--- src/rtl/set_assoc_cache.sv ---
// Set-associative write-back cache array with true-LRU replacement; one word per line.
// Response registered one cycle after acceptance; no backpressure, a request is taken every valid cycle.
module set_assoc_cache #(
    parameter int DATA_WIDTH = 32,
    parameter int ADDR_WIDTH = 32,
    parameter int NUM_SETS   = 8,
    parameter int NUM_WAYS   = 4
) (
    input  logic                  clk_i,
    input  logic                  aresetn_i,
    input  logic                  req_valid_i,
    input  logic                  write_enable_i,
    input  logic [ADDR_WIDTH-1:0] addr_i,
    input  logic [DATA_WIDTH-1:0] data_i,
    output logic                  resp_valid_o,
    output logic [DATA_WIDTH-1:0] data_o,
    output logic                  hit_o,
    output logic                  miss_o,
    output logic                  evict_valid_o,
    output logic [ADDR_WIDTH-1:0] evict_addr_o,
    output logic [DATA_WIDTH-1:0] evict_data_o
);

    localparam int IDX_W = $clog2(NUM_SETS);
    localparam int WAY_W = $clog2(NUM_WAYS);
    localparam int TAG_W = ADDR_WIDTH - IDX_W;

    logic                  valid_q [NUM_SETS][NUM_WAYS];
    logic                  dirty_q [NUM_SETS][NUM_WAYS];
    logic [WAY_W-1:0]      age_q   [NUM_SETS][NUM_WAYS];
    logic [TAG_W-1:0]      tag_q   [NUM_SETS][NUM_WAYS];
    logic [DATA_WIDTH-1:0] data_q  [NUM_SETS][NUM_WAYS];

    logic [IDX_W-1:0] idx;
    logic [TAG_W-1:0] tag;
    logic             hit;
    logic [WAY_W-1:0] hit_way;
    logic             inv_found;
    logic [WAY_W-1:0] inv_way;
    logic [WAY_W-1:0] lru_way;
    logic [WAY_W-1:0] victim_way;
    logic [WAY_W-1:0] acc_way;
    logic [WAY_W-1:0] old_age;
    logic             do_alloc;
    logic             do_touch;
    logic             do_evict;

    assign idx = addr_i[IDX_W-1:0];
    assign tag = addr_i[ADDR_WIDTH-1:IDX_W];

    always_comb begin
        hit       = 1'b0;
        hit_way   = '0;
        inv_found = 1'b0;
        inv_way   = '0;
        lru_way   = '0;
        for (int w = 0; w < NUM_WAYS; w++) begin
            if (valid_q[idx][w] && (tag_q[idx][w] == tag)) begin
                hit     = 1'b1;
                hit_way = WAY_W'(w);
            end
            // Lowest-numbered invalid way wins, so only the first one found is kept.
            if (!valid_q[idx][w] && !inv_found) begin
                inv_found = 1'b1;
                inv_way   = WAY_W'(w);
            end
            if (age_q[idx][w] == WAY_W'(NUM_WAYS - 1)) begin
                lru_way = WAY_W'(w);
            end
        end
        victim_way = inv_found ? inv_way : lru_way;
        acc_way    = hit ? hit_way : victim_way;
        old_age    = age_q[idx][acc_way];
        do_alloc   = req_valid_i && write_enable_i && !hit;
        do_touch   = req_valid_i && (hit || write_enable_i);
        do_evict   = do_alloc && valid_q[idx][victim_way] && dirty_q[idx][victim_way];
    end

    // Control state: valid, dirty and LRU ages are the only arrays that need reset.
    always_ff @(posedge clk_i) begin
        if (!aresetn_i) begin
            for (int s = 0; s < NUM_SETS; s++) begin
                for (int w = 0; w < NUM_WAYS; w++) begin
                    valid_q[s][w] <= 1'b0;
                    dirty_q[s][w] <= 1'b0;
                    age_q[s][w]   <= WAY_W'(w);
                end
            end
        end else if (do_touch) begin
            for (int w = 0; w < NUM_WAYS; w++) begin
                if (WAY_W'(w) == acc_way) begin
                    age_q[idx][w] <= '0;
                end else if (age_q[idx][w] < old_age) begin
                    age_q[idx][w] <= age_q[idx][w] + WAY_W'(1);
                end
            end
            if (write_enable_i) begin
                valid_q[idx][acc_way] <= 1'b1;
                dirty_q[idx][acc_way] <= 1'b1;
            end
        end
    end

    // Payload arrays carry no reset; reset only blocks the write.
    always_ff @(posedge clk_i) begin
        if (aresetn_i && req_valid_i && write_enable_i) begin
            data_q[idx][acc_way] <= data_i;
            if (!hit) begin
                tag_q[idx][acc_way] <= tag;
            end
        end
    end

    always_ff @(posedge clk_i) begin
        if (!aresetn_i) begin
            resp_valid_o  <= 1'b0;
            hit_o         <= 1'b0;
            miss_o        <= 1'b0;
            data_o        <= '0;
            evict_valid_o <= 1'b0;
            evict_addr_o  <= '0;
            evict_data_o  <= '0;
        end else begin
            resp_valid_o  <= req_valid_i;
            hit_o         <= req_valid_i && hit;
            miss_o        <= req_valid_i && !hit;
            data_o        <= (req_valid_i && !write_enable_i && hit) ? data_q[idx][hit_way] : '0;
            evict_valid_o <= do_evict;
            evict_addr_o  <= do_evict ? {tag_q[idx][victim_way], idx} : '0;
            evict_data_o  <= do_evict ? data_q[idx][victim_way] : '0;
        end
    end

endmodule

--- config.mk ---
export PLATFORM = sky130hd
export DESIGN_NAME = set_assoc_cache
export DESIGN_NICKNAME = d
export VERILOG_FILES = /design/src/rtl/set_assoc_cache.sv
export SDC_FILE = /design/constraint.sdc
export NUM_CORES = 2
export LEC_CHECK = 0
export ABC_AREA = 1
export CAP_MARGIN = 20
export CORE_ASPECT_RATIO = 1.5
export CORE_MARGIN = 5
export CORE_UTILIZATION = 60
export CTS_CLUSTER_DIAMETER = 60
export DETAILED_ROUTE_END_ITERATION = 6
export GPL_ROUTABILITY_DRIVEN = 0
export PLACE_DENSITY_LB_ADDON = 0.05
export SKIP_CTS_REPAIR_TIMING = 1
export SYNTH_ARGS = -nofsm -noshare
export SYNTH_HDL_FRONTEND = slang
export SYNTH_SLANG_ARGS = --single-unit
--- constraint.sdc ---
create_clock -name clk_i -period 9.35 [get_ports clk_i]
set_input_delay 1.87 -clock clk_i [delete_from_list [all_inputs] [get_ports clk_i]]
set_output_delay 1.87 -clock clk_i [all_outputs]
set_load 0.05 [all_outputs]
* Word-level counts from Yosys, hierarchy flattened
Memories as Yosys holds them, arrays and structs flattened. Cells that the tools add are included.
Operators by class: equality and inequality tests 10, shift-type cells 0, muxes and demuxes 102, bitwise logic cells 7, $lt $le $gt $ge 8, multipliers 0, divide/modulo/power cells 0, reductions and logical operators 33, add/subtract/negate cells 4
Operators with widths (count):
- two-way mux 32 bit | 5
- binary-select mux 32 bit (select 2 bit) | 2
- two-way mux 128 bit | 1
- equality test 29 bit | 4
- two-way mux 116 bit | 1
- two-way mux 29 bit | 3
- demux 32 bit (select 2 bit) | 1
- two-way mux 1 bit | 59
- binary-select mux 29 bit (select 2 bit) | 1
- demux 29 bit (select 2 bit) | 1
- two-way mux 2 bit | 14
- two-way mux 4 bit | 6
- logical AND 1 bit | 19
- greater-or-equal comparator 3 bit (second input constant) | 3
- two-way mux 3 bit | 3
- NOT 2 -> 3 bit | 3
- adder 2 x 1 -> 2 bit (second input constant) | 4
- < comparator 2 bit | 4
- two-way mux 8 bit | 1
- OR reduction 4 bit | 2
- OR reduction 8 bit | 1
- zero test 1 bit | 7
- equality test 2 bit (second input constant) | 3
- binary-select mux 1 bit (select 2 bit) | 2
- 9 further kinds | 14
Word-level totals: bits in latches 0, RAM bits 2080, output and inout bits 100, flip-flop bits (word level) 100, memories 5, memory bits (read-only) 0, bits of input ports 68
Memory list:
- data_q | words 8, bits a word 128, read ports 1, clocked after Yosys merged registers in 0, write ports 1, line 32 | logic [DATA_WIDTH-1:0] data_q [NUM_SETS][NUM_WAYS];
- tag_q | words 8, bits a word 116, read ports 1, clocked after Yosys merged registers in 0, write ports 1, line 31 | logic [TAG_W-1:0] tag_q [NUM_SETS][NUM_WAYS];
- age_q | words 8, bits a word 8, read ports 1, clocked after Yosys merged registers in 0, write ports 8, line 30 | logic [WAY_W-1:0] age_q [NUM_SETS][NUM_WAYS];
- dirty_q | words 8, bits a word 4, read ports 1, clocked after Yosys merged registers in 0, write ports 8, line 29 | logic dirty_q [NUM_SETS][NUM_WAYS];
- valid_q | words 8, bits a word 4, read ports 1, clocked after Yosys merged registers in 0, write ports 8, line 28 | logic valid_q [NUM_SETS][NUM_WAYS];

* Depth between registers and ports, before layout
An unclocked memory read counts as a cell.
word-level depth 25, gate-level depth with buffers 30, mapped depth without buffers 26

* Least setup slack after synthesis
No wires, ideal clock.
path kind input -> register, start point input addr_i[0], end point memory tag_q[1][100] in the netlist's numbering, enable pin, required time 8935 ps, setup time 415 ps, arrival time 7696 ps, stages 24, path slack 1239 ps, path buffers 4, cell sequence buf_4 inv_4 buf_4 buf_2 buf_2 nand2_1 clkinv_1 a22o_1 a221oi_1 nand4_1 ha_1 inv_1 nand2_1 o21ai_2 inv_2 nand3_1 nand2_4 inv_2 nand2_1 nor2_1 inv_1 nor2_1 inv_1 nor2_1
On the way: longest elaborated chain between the ends 18, elaborated cells between the ends (all ways) 50
Ends and longest elaborated chain:
- from (decl) | line 13 | input logic [ADDR_WIDTH-1:0] addr_i,
- parallel branches: the longest is 18 deep, another holds memory read (8 x 116 bit)
- to (decl) | line 31
Parallel ways; which one is timed is not known.

* Final worst setup path
start point input addr_i[2], end point memory tag_q[7][39] in the netlist's numbering, enable pin
Same word-level chain as after synthesis.

==> impl_metrics.toml <==
[run_status]
status = "complete, but fails checks"
violations = "design-rule violations"

[detailed_routing]
ant_nets = 0
post_drt_wl_per_cell_um = 28.7
drt-total-wl_um = 282000
dr_total_vias = 60900
dr.pass1.iters = 7
drtIter0Drc = 7667
viasPerCell = 6.20
drc = 10

[synthesis]
synth_area_sq_um = 88500
synth_top_family_by_area = "simple AND/OR/NAND/NOR gates"
synth-simple-area-share_pct = 14.7
yosysWarnings = 0
synth_mux_area_share_pct = 0
async_reset_ff_share_pct = 0
synth-seq-cells = 2180
synth_compound_area_share_pct = 7.63
yosysUniqueCellTypes = 48
synth_xor_area_share_pct = 0.0297
synth_edf_count = 2016
syn-num-nets = 7606
synth_top_area_share_pct = 68.4
syn_inst = 7535
ys_top_cells_by_area = "edfxtp_1, nand2_1, dfxtp_1"
synth_adder_area_share_pct = 0.0424
synth_area_leader_cell = "edfxtp_1"
yosysSeqAreaShare_pct = 72.1
ys.flop_type = "edfxtp_1"
synth_area_per_cell_sq_um = 11.7

[critical_path]
worst-setup-path-type = "primary input to flop"
critPathArrivalTime_ps = 8440
critPathRequiredTime_ps = 9900
worst-path-max-fanout = 23
rr_endpoint = "tag_q[7][39]$_DFFE_PP_"
reg2regPathDepth = 21
reg2reg_from = "tag_q[4][26]$_DFFE_PP_"
end_kind = "flop"
start_kind = "primary input"
timing.reg2reg.setup_slack_ps = 4180

[layout]
multiInputGateArea_sq_um = 20400
final_area_sq_um = 99700
fillers = 10500
finalNetCount = 7793
drive_gt1_share_pct = 8.69
seqCellArea_sq_um = 63800
fin_cells = 9825
synthToLayoutAreaGrowth_pct = 12.7

[run]
drv_cap = 0

[power]
clockPowerShare_pct = 40.6
power.total_mw = 20.0
p_per_area_nw_per_um2 = 200
p_int_mw = 15.5
combPwrFrac_pct = 6.0
p_seq_share_pct = 53.4
ir_drop_mv = 0.197
power_switching_mw = 4.50
leakage_nw = 37.2
p_sw_share_pct = 22.5

[global_routing]
track_usage_pct = 36.0
grt_pass1_wl_um = 402000
grt_pass1_vias = 58700
antenna_found_initial = 28
overflow = 0
grt_max_degree = 164

[hold_path]
holdPathStages = 2
min_to = "valid_q[0][1]$_DFF_P_"
hold_path.class = "flop to flop"
min_from = "valid_q[0][1]$_DFF_P_"

[cts]
cts_buffer_depth = 3
cts_num_sinks = 2180
cts_made_buffers = 194
clkSlewWorstSetupHoldPaths_ps = 60
htreeDepth = 4
clk_latency_ps = 860
cts_tree = "built"
cts_root_buf = "clkbuf_16"

[timing]
setup_violations = 0
fmax_ghz = 0.127
min_period_ps = 7890
slew_viol_final = 0
timing.final.crit_share_pct = 84.4
fin_skew_ps = 24.3
worst_slew_pin_slew_ps = 1100
maxSlewHeadroom_pct = 26.4
tns_ps = 0
rsz0062_at_grt = "false"
fin_ws_ps = 1460
hold_viol = 0

[floorplan]
core-area_sq_um = 147000
start_util_pct = 60.4
die_w_um = 324
pin_count = 168
dieArea_sq_um = 155000
die_y_um = 480
fp-row-count = 172

[placed_design]
placed_cell_area_sq_um = 93200
portBuffers = 167
pre_cts_ws_ps = 970
dp_cells = 9436
dp_hpwl_um = 165000
## cell type report
cell class,count,area share [%]
Tap cell,1914,2.40
Multi-Input combinational cell,4148,20.4
Clock buffer,255,5.32
Inverter,833,3.18
Sequential cell,2180,64.0
Antenna cell,19,0.0477
Timing Repair Buffer,365,3.48
Clock inverter,111,1.14
## sequential cells by signal (all words and copies together), names as in the netlist, 32 cells and up
name          cells
evict_addr_o     32
data_o           32
valid_q          32
age_q            64
tag_q           928
evict_data_o     32
data_q         1024
dirty_q          32
## per-layer routing
metal,wire (um),global-route usage (%),vias up,share of wire (%)
met1,95000,43.5,29400,34
li1,-,-,26600,-
met3,27600,7.01,997,9.8
met2,136000,59.2,3902,48
met4,23400,24.3,16,8.3
met5,103,0,-,0.036
## cell usage in the layout, fill, tap and decap left out, types with 38 or more instances in the layout
| cell | Yosys | layout |
|---|---|---|
| edfxtp_1 | 2016 | 2016 |
| nand2_1 | 1909 | 1908 |
| inv_1 | 816 | 813 |
| nor2_1 | 567 | 505 |
| nand3_1 | 427 | 427 |
| o21ai_0 | 253 | 252 |
| clkbuf_16 | 0 | 199 |
| buf_4 | 26 | 174 |
| clkdlybuf4s50_1 | 0 | 165 |
| dfxtp_1 | 164 | 164 |
| a22o_1 | 136 | 136 |
| a221oi_1 | 134 | 134 |
| a21oi_1 | 124 | 124 |
| a22oi_1 | 120 | 120 |
| nand4_1 | 118 | 118 |
| or2_2 | 89 | 89 |
| o211ai_1 | 70 | 70 |
| nor2_4 | 6 | 69 |
| o221ai_1 | 53 | 53 |
| clkbuf_1 | 177 | 44 |
| o21ai_1 | 41 | 42 |
| clkinv_1 | 6 | 38 |
## worst max-delay path by stage
stage	startpoint	end	slack [ps]	cells after the start
floorplan	addr_i[0]	tag_q[1][100]$_DFFE_PP_	1240	24
global placement	addr_i[2]	tag_q[7][32]$_DFFE_PP_	980	25
detailed placement	addr_i[2]	tag_q[7][50]$_DFFE_PP_	970	25
CTS	addr_i[2]	tag_q[7][36]$_DFFE_PP_	1820	25
global route	addr_i[2]	tag_q[7][39]$_DFFE_PP_	1380	25
finish	addr_i[2]	tag_q[7][39]$_DFFE_PP_	1460	25
## synthesized netlist by cell type (all sizes together) (70+ instances only)
cell and count:
edfxtp 2016, nand2 1918, inv 827, nor2 577, nand3 428, o21ai 295, buf 197, clkbuf 177
dfxtp 164, a22o 136, a221oi 134, a21oi 128, a22oi 120, nand4 118, or2 95, o211ai 70
## logic make-up after synthesis
group | Yosys count
DFF | 2180
xor gates and xnor gates | 3
AOI/OAI and AO/OA | 988
adders and majority gates | 3
and+or+nand+nor | 3154
buffers and inverters | 1207
## metrics by stage
step | utilization, % | hold WS (ps)
4_1_cts | 68.0 | 441
3_3_place_gp | 63.6 | 430
6_report | 68.1 | 439
3_5_place_dp | 63.6 | 431
5_1_grt | 68.0 | 467
2_1_floorplan | - | 418
## worst max-delay path, cell delays in order
cell and delay, ps:
clkdlybuf4s50_1 780, nor2_4 1010, buf_12 240, buf_12 180, nand3_1 120, nand2_1 100
nor2_1 60, nand2_1 50, nand2_1 50, nor2_1 750, nand2_1 110, nor2_1 370
nand2_1 160, nor2_4 240, nor2_4 110, nand3_2 160, nand2_4 100, inv_1 140
nand2_1 90, nor2_1 230, inv_1 390, nor2_4 200, inv_1 120, nor2_4 470
buf_12 250
## power groups by stage
stage          Clock, mW  Combinational [mW]  Sequential [mW]
6_report            8.10                1.19             10.7
5_1_grt             8.56                1.27             10.7
4_1_cts             8.14                1.17             10.7
3_5_place_dp           0                1.16             10.9
3_3_place_gp           0                1.14             10.9
2_1_floorplan          0               0.617             10.9
Power figures use the tool's default switching activity.
